==> config.mk <==
export PLATFORM = sky130hd
export DESIGN_NAME = correlator_sequencer_flat
export DESIGN_NICKNAME = d
export VERILOG_FILES = /design/src/rtl/correlator_sequencer_if.sv /design/src/rtl/correlator_sequencer.sv /design/src/flat_wrapper.sv
export SDC_FILE = /design/constraint.sdc
export NUM_CORES = 1
export LEC_CHECK = 0
export CAP_MARGIN = 20
export CORE_MARGIN = 2
export CORE_UTILIZATION = 54
export DETAILED_ROUTE_END_ITERATION = 10
export PLACE_DENSITY = 0.89
export SLEW_MARGIN = 20
export SYNTH_ARGS = -nofsm -noshare
export SYNTH_HDL_FRONTEND = slang
export SYNTH_SLANG_ARGS = --single-unit
==> constraint.sdc <==
create_clock -name clk -period 3.3 [get_ports clk]
set_input_delay 0.495 -clock clk [delete_from_list [all_inputs] [get_ports clk]]
set_output_delay 0.495 -clock clk [all_outputs]
set_load 0.02 [all_outputs]
==> src/rtl/correlator_sequencer_if.sv <==
// Frame handshake toward the downstream packetizer: frozen-frame valid/ready
// plus the running count of delivered frames.
interface correlator_sequencer_if #(
    parameter int FRAME_CNT_WIDTH = 16
);
    logic                       frame_valid;
    logic                       frame_ready;
    logic [FRAME_CNT_WIDTH-1:0] frame_count;

    modport master (output frame_valid, output frame_count, input frame_ready);
    modport slave  (input frame_valid, input frame_count, output frame_ready);
endinterface

==> src/rtl/correlator_sequencer.sv <==
// Clears the correlator, enables it for an exact cycle count, freezes it and
// hands the frozen frame downstream over valid/ready.
//   state       | meaning
//   S_IDLE      | waiting for start, all controls low
//   S_CLEAR     | corr_reset held for CLEAR_CYCLES, length/order latched
//   S_INTEGRATE | corr_enable high for len_q cycles
//   S_HOLD      | accumulators frozen, frame_valid high until accepted
module correlator_sequencer #(
    parameter int INT_WIDTH       = 24,
    parameter int CLEAR_CYCLES    = 2,
    parameter int FRAME_CNT_WIDTH = 16,
    parameter int STALL_WIDTH     = 16
) (
    input  logic                   clk,
    input  logic                   reset,
    input  logic                   start,
    input  logic                   stop,
    input  logic                   continuous,
    input  logic [INT_WIDTH-1:0]   int_len,
    input  logic [7:0]             order_in,
    output logic                   corr_enable,
    output logic                   corr_reset,
    output logic [7:0]             order_out,
    output logic [STALL_WIDTH-1:0] stall_count,
    output logic                   busy,
    correlator_sequencer_if.master frame_if
);
    localparam int CLR_W = (CLEAR_CYCLES > 1) ? $clog2(CLEAR_CYCLES) : 1;
    localparam logic [CLR_W-1:0]       CLR_LAST  = CLR_W'(CLEAR_CYCLES - 1);
    localparam logic [CLR_W-1:0]       CLR_ONE   = CLR_W'(1);
    localparam logic [INT_WIDTH-1:0]   INT_ONE   = INT_WIDTH'(1);
    localparam logic [STALL_WIDTH-1:0] STALL_ONE = STALL_WIDTH'(1);
    localparam logic [FRAME_CNT_WIDTH-1:0] FRM_ONE = FRAME_CNT_WIDTH'(1);

    typedef enum logic [1:0] {S_IDLE, S_CLEAR, S_INTEGRATE, S_HOLD} state_t;

    state_t                     r_state;
    state_t                     w_next;
    logic [CLR_W-1:0]           r_clr_cnt;
    logic [INT_WIDTH-1:0]       r_len_q;
    logic [INT_WIDTH-1:0]       r_int_cnt;
    logic [INT_WIDTH-1:0]       w_len_eff;
    logic                       r_stop_pend;
    logic                       r_corr_enable;
    logic                       r_corr_reset;
    logic                       r_frame_valid;
    logic                       r_busy;
    logic [7:0]                 r_order;
    logic [FRAME_CNT_WIDTH-1:0] r_frame_count;
    logic [STALL_WIDTH-1:0]     r_stall;
    logic                       w_first_clr;
    logic                       w_handshake;

    assign w_first_clr = (r_state == S_CLEAR) && (r_clr_cnt == CLR_LAST);
    // On the first clear cycle len_q is not yet loaded, so use the live input
    // (this keeps CLEAR_CYCLES=1 working).
    assign w_len_eff   = w_first_clr ? ((int_len == '0) ? INT_ONE : int_len) : r_len_q;
    assign w_handshake = r_frame_valid && frame_if.frame_ready;

    always_comb begin
        w_next = r_state;
        unique case (r_state)
            S_IDLE:      if (start && !stop) w_next = S_CLEAR;
            S_CLEAR:     if (r_clr_cnt == '0) w_next = S_INTEGRATE;
            S_INTEGRATE: begin
                if (stop)                   w_next = S_IDLE;
                else if (r_int_cnt == '0)   w_next = S_HOLD;
            end
            S_HOLD: begin
                if (w_handshake)
                    w_next = (continuous && !r_stop_pend && !stop) ? S_CLEAR : S_IDLE;
            end
            default:     w_next = S_IDLE;
        endcase
    end

    always_ff @(posedge clk or negedge reset) begin
        if (!reset) r_state <= S_IDLE;
        else        r_state <= w_next;
    end

    always_ff @(posedge clk or negedge reset) begin
        if (!reset) begin
            r_clr_cnt     <= '0;
            r_len_q       <= INT_ONE;
            r_int_cnt     <= '0;
            r_stop_pend   <= 1'b0;
            r_order       <= '0;
            r_frame_count <= '0;
            r_stall       <= '0;
            r_corr_enable <= 1'b0;
            r_corr_reset  <= 1'b0;
            r_frame_valid <= 1'b0;
            r_busy        <= 1'b0;
        end else begin
            if (w_next == S_CLEAR && r_state != S_CLEAR)
                r_clr_cnt <= CLR_LAST;
            else if (r_state == S_CLEAR && r_clr_cnt != '0)
                r_clr_cnt <= r_clr_cnt - CLR_ONE;

            if (w_first_clr) begin
                r_len_q <= w_len_eff;
                r_order <= order_in;
            end

            if (r_state == S_CLEAR)
                r_int_cnt <= w_len_eff - INT_ONE;
            else if (r_state == S_INTEGRATE && r_int_cnt != '0)
                r_int_cnt <= r_int_cnt - INT_ONE;

            if (r_state == S_CLEAR)
                r_stop_pend <= 1'b0;
            else if (r_state == S_HOLD && stop)
                r_stop_pend <= 1'b1;

            if (r_state == S_HOLD && w_handshake)
                r_frame_count <= r_frame_count + FRM_ONE;

            if (r_state == S_HOLD && !frame_if.frame_ready && r_stall != '1)
                r_stall <= r_stall + STALL_ONE;

            r_corr_reset  <= (w_next == S_CLEAR);
            r_corr_enable <= (w_next == S_INTEGRATE);
            r_frame_valid <= (w_next == S_HOLD);
            r_busy        <= (w_next != S_IDLE);
        end
    end

    assign corr_enable          = r_corr_enable;
    assign corr_reset           = r_corr_reset;
    assign order_out            = r_order;
    assign stall_count          = r_stall;
    assign busy                 = r_busy;
    assign frame_if.frame_valid = r_frame_valid;
    assign frame_if.frame_count = r_frame_count;
endmodule

==> src/flat_wrapper.sv <==
// flat-port wrapper written by rule: the top's interface ports become plain ports
module correlator_sequencer_flat 
#(
    parameter int INT_WIDTH       = 24,
    parameter int CLEAR_CYCLES    = 2,
    parameter int FRAME_CNT_WIDTH = 16,
    parameter int STALL_WIDTH     = 16
)
  (clk, reset, start, stop, continuous, int_len, order_in, corr_enable, corr_reset, order_out, stall_count, busy, frame_if_frame_valid, frame_if_frame_count, frame_if_frame_ready);
  correlator_sequencer_if #(.FRAME_CNT_WIDTH(FRAME_CNT_WIDTH)) frame_if_i ();
  input  logic clk;
  input  logic reset;
  input  logic start;
  input  logic stop;
  input  logic continuous;
  input  logic [INT_WIDTH-1:0] int_len;
  input  logic [7:0] order_in;
  output logic corr_enable;
  output logic corr_reset;
  output logic [7:0] order_out;
  output logic [STALL_WIDTH-1:0] stall_count;
  output logic busy;
  output wire logic [$bits(frame_if_i.frame_valid)-1:0] frame_if_frame_valid;
  output wire logic [$bits(frame_if_i.frame_count)-1:0] frame_if_frame_count;
  input wire logic [$bits(frame_if_i.frame_ready)-1:0] frame_if_frame_ready;
  assign frame_if_frame_valid = frame_if_i.frame_valid;
  assign frame_if_frame_count = frame_if_i.frame_count;
  assign frame_if_i.frame_ready = frame_if_frame_ready;
  correlator_sequencer #(.INT_WIDTH(INT_WIDTH), .CLEAR_CYCLES(CLEAR_CYCLES), .FRAME_CNT_WIDTH(FRAME_CNT_WIDTH), .STALL_WIDTH(STALL_WIDTH)) u_core (.clk(clk), .reset(reset), .start(start), .stop(stop), .continuous(continuous), .int_len(int_len), .order_in(order_in), .corr_enable(corr_enable), .corr_reset(corr_reset), .order_out(order_out), .stall_count(stall_count), .busy(busy), .frame_if(frame_if_i));
endmodule
==> reports/metrics.yaml <==
post-route-min-period_ps: 2750
r2r_cells: 7
slowest_stage: "or4_1"
rr_startpoint: "u_core.r_clr_cnt"
final_nets: 605
grt_pass1_vias: 4073
crit_arrival_ps: 3030
status: "finished, final reports clean"
clock_latency_ps: 370
filler_cell_count: 668
ctsResizeCount: 0
grt_pass1_wl_mm: 19.4
root_buffer: "clkbuf_8"
synth_cell_types: 57
clk_pin_slew_ps: 110
ys_ff_latch: 96
power_density_mw_per_mm2: 878
drt_first_iter_violations: 245
hold_viol: 0
drive_gt1_frac: 0.174
cts_setup_buffers: 0
synth_top_area_share: 0.461
numCtsBuffers: 9
worst_pin_slew_ps: 846
synth_area_mm2: 0.00515
io_pins: 82
cp-start-kind: "flip-flop"
start_util: 0.558
wl_per_cell_um: 17.0
ys_top_cells_by_area: "dfrtp_1 (46%), mux2_2 (9.8%), xnor2_1 (4.4%), nand2_1 (3.5%), nand4_1 (2.4%)"
overflow: 0
ant_nets: 0
setup_viol: 0
io_buffers: 81
fp.dieW_um: 102
slew_headroom: 0.436
gp_congestion: 0.887
n_antenna_cell: 0
cts_num_sinks: 96
synthTopCellsByCount: "dfrtp_1 (95), nand2_1 (48), mux2_2 (45), nor2_1 (33), xnor2_1 (26)"
avgViaCountPerCell: 5.81
hp-class: "in -> async"
path_cells: "buf_12 > mux2_2 > mux2i_2 > nand4_2 > or3_1 > or4_1 > a31oi_1"
irDropWorstVdd_uv: 410
synth_top_cell_by_area: "dfrtp_1"
synth_enable_flop_cells: 0
total_power_mw: 5.58
first_pass_iters: 4
hpwl_mm: 8.28
timing.fmax_mhz: 364
drc: 0
netlist_instances: 481
fin_crit_sh: 0.832
rsz0062_at_grt: "no"
syn_to_final_growth_pct: 23.2
dieArea_mm2: 0.0103
r2r_slack_ps: 550
p_leak_nw: 2.61
grt_max_degree: 97
rows: 35
synth_ff_type: "dfrtp_1"
track_usage: 0.237
core-area_mm2: 0.00924
skew_ps: 17.8
fin_tns_setup_ps: 0
die_h_um: 102
cp.required_ps: 3580
vias: 4055
utilization: 0.687
drv_slew: 0
cts_tree: "built"
hold_ws_ps: 156
drv_cap: 0
r2r-end: "u_core.r_int_cnt[23]"
path_class: "reg -> reg"
async_reset_ff_frac: 1.00
cp_max_fo: 35
yosysSeqAreaShare: 0.466
cp-end-kind: "flip-flop"
synth_warnings: 0
ctsHoldBuffers: 0
syn_nets: 522
synth_most_common_cell: "dfrtp_1"
drt_wl_total_mm: 11.8
antenna_found_initial: 0
htreeDepth: 3
max_stage_delay_ps: 470
syn_avg_cell_area_um2: 10.7
cts_buffer_depth: 2
-- worst max-delay path by stage --
stage	start	depth (start not counted)	slack (ps)	to
after floorplan	u_core.r_clr_cnt	11	820	u_core.r_int_cnt[18]
after global placement	int_len[2]	11	250	u_core.r_int_cnt[4]
after detailed placement	int_len[2]	11	170	u_core.r_int_cnt[4]
after CTS	int_len[2]	11	560	u_core.r_int_cnt[4]
after global routing	u_core.r_clr_cnt	7	420	u_core.r_int_cnt[23]
final	u_core.r_clr_cnt	7	550	u_core.r_int_cnt[23]
-- stage by stage --
step	area (um^2)	worst slack (ps)	cells
2_1_floorplan	5150	816	481
3_3_place_gp	6140	249	682
3_5_place_dp	6140	172	682
4_1_cts	6350	558	698
5_1_grt	6350	420	698
6_report	6350	554	698
-- sequential cells by signal, indices dropped and copies added (netlist names) --
name and flops:
u_core.r_clr_cnt 1, u_core.r_int_cnt 24, u_core.r_state 2, u_core.stall_count 16
u_core.r_stop_pend 1, u_core.frame_if.frame_valid 1, u_core.corr_reset 1, u_core.frame_if.frame_count 16
u_core.busy 1, u_core.order_out 8, u_core.r_len_q 24, u_core.corr_enable 1
-- cell type report --
| class | count | area [um^2] | share of cell area |
|---|---|---|---|
| Clock inverter | 7 | 83.8 | 0.0132 |
| Clock buffer | 9 | 124 | 0.0195 |
| Timing Repair Buffer | 92 | 928 | 0.146 |
| Sequential cell | 96 | 2400 | 0.379 |
| Multi-Input combinational cell | 358 | 2620 | 0.413 |
| Inverter | 7 | 26.3 | 0.00414 |
| Tap cell | 129 | 161 | 0.0254 |
-- metal layers --
metal / GRT usage / routed length [um]
met1: 0.300 / 4940
met2: 0.412 / 6180
met3: 0.0345 / 476
met4: 0.0894 / 236
met5: 0 / 0
-- kinds of logic (layout without fill, tap and decap cells) --
group | after synthesis | after routing | synth area share
xor gates and xnor gates | 40 | 40 | 0.0680
and+or+nand+nor | 178 | 178 | 0.183
adders and majority gates | 3 | 3 | 0.00728
DFF | 96 | 96 | 0.466
muxes | 77 | 77 | 0.175
AOI/OAI and AO/OA | 60 | 60 | 0.0740
buffers and inverters | 27 | 115 | 0.0267
-- where the power goes --
part | switching [mW] | total [mW] | leakage, nW | internal (mW)
sequential | 0.333 | 1.94 | 1.19 | 1.61
clock | 0.465 | 0.831 | 0.103 | 0.366
combinational | 1.49 | 2.81 | 1.32 | 1.31
-- worst max-delay path: cells and delay by family (launching register included) --
| kind | cells | cell delay [ps] |
|---|---|---|
| simple gates | 3 | 1160 |
| mux | 2 | 660 |
| flops | 1 | 400 |
| buf+inv | 1 | 220 |
| compound gates | 1 | 190 |
-- cell usage in the layout (no fill, tap or decap), drive strengths merged, types with 6 or more instances in the layout --
cell type / instances
a31oi: 7
dfrtp: 95
clkbuf: 9
o21ai: 23
nor2: 33
nor4: 13
mux2i: 22
nand2: 48
nor3: 8
and2: 6
inv: 11
clkdlybuf4s50: 80
a21oi: 6
xor2: 14
nand3: 19
nand4: 22
buf: 12
xnor2: 26
mux2: 55
(Power assumes the default switching activity.)
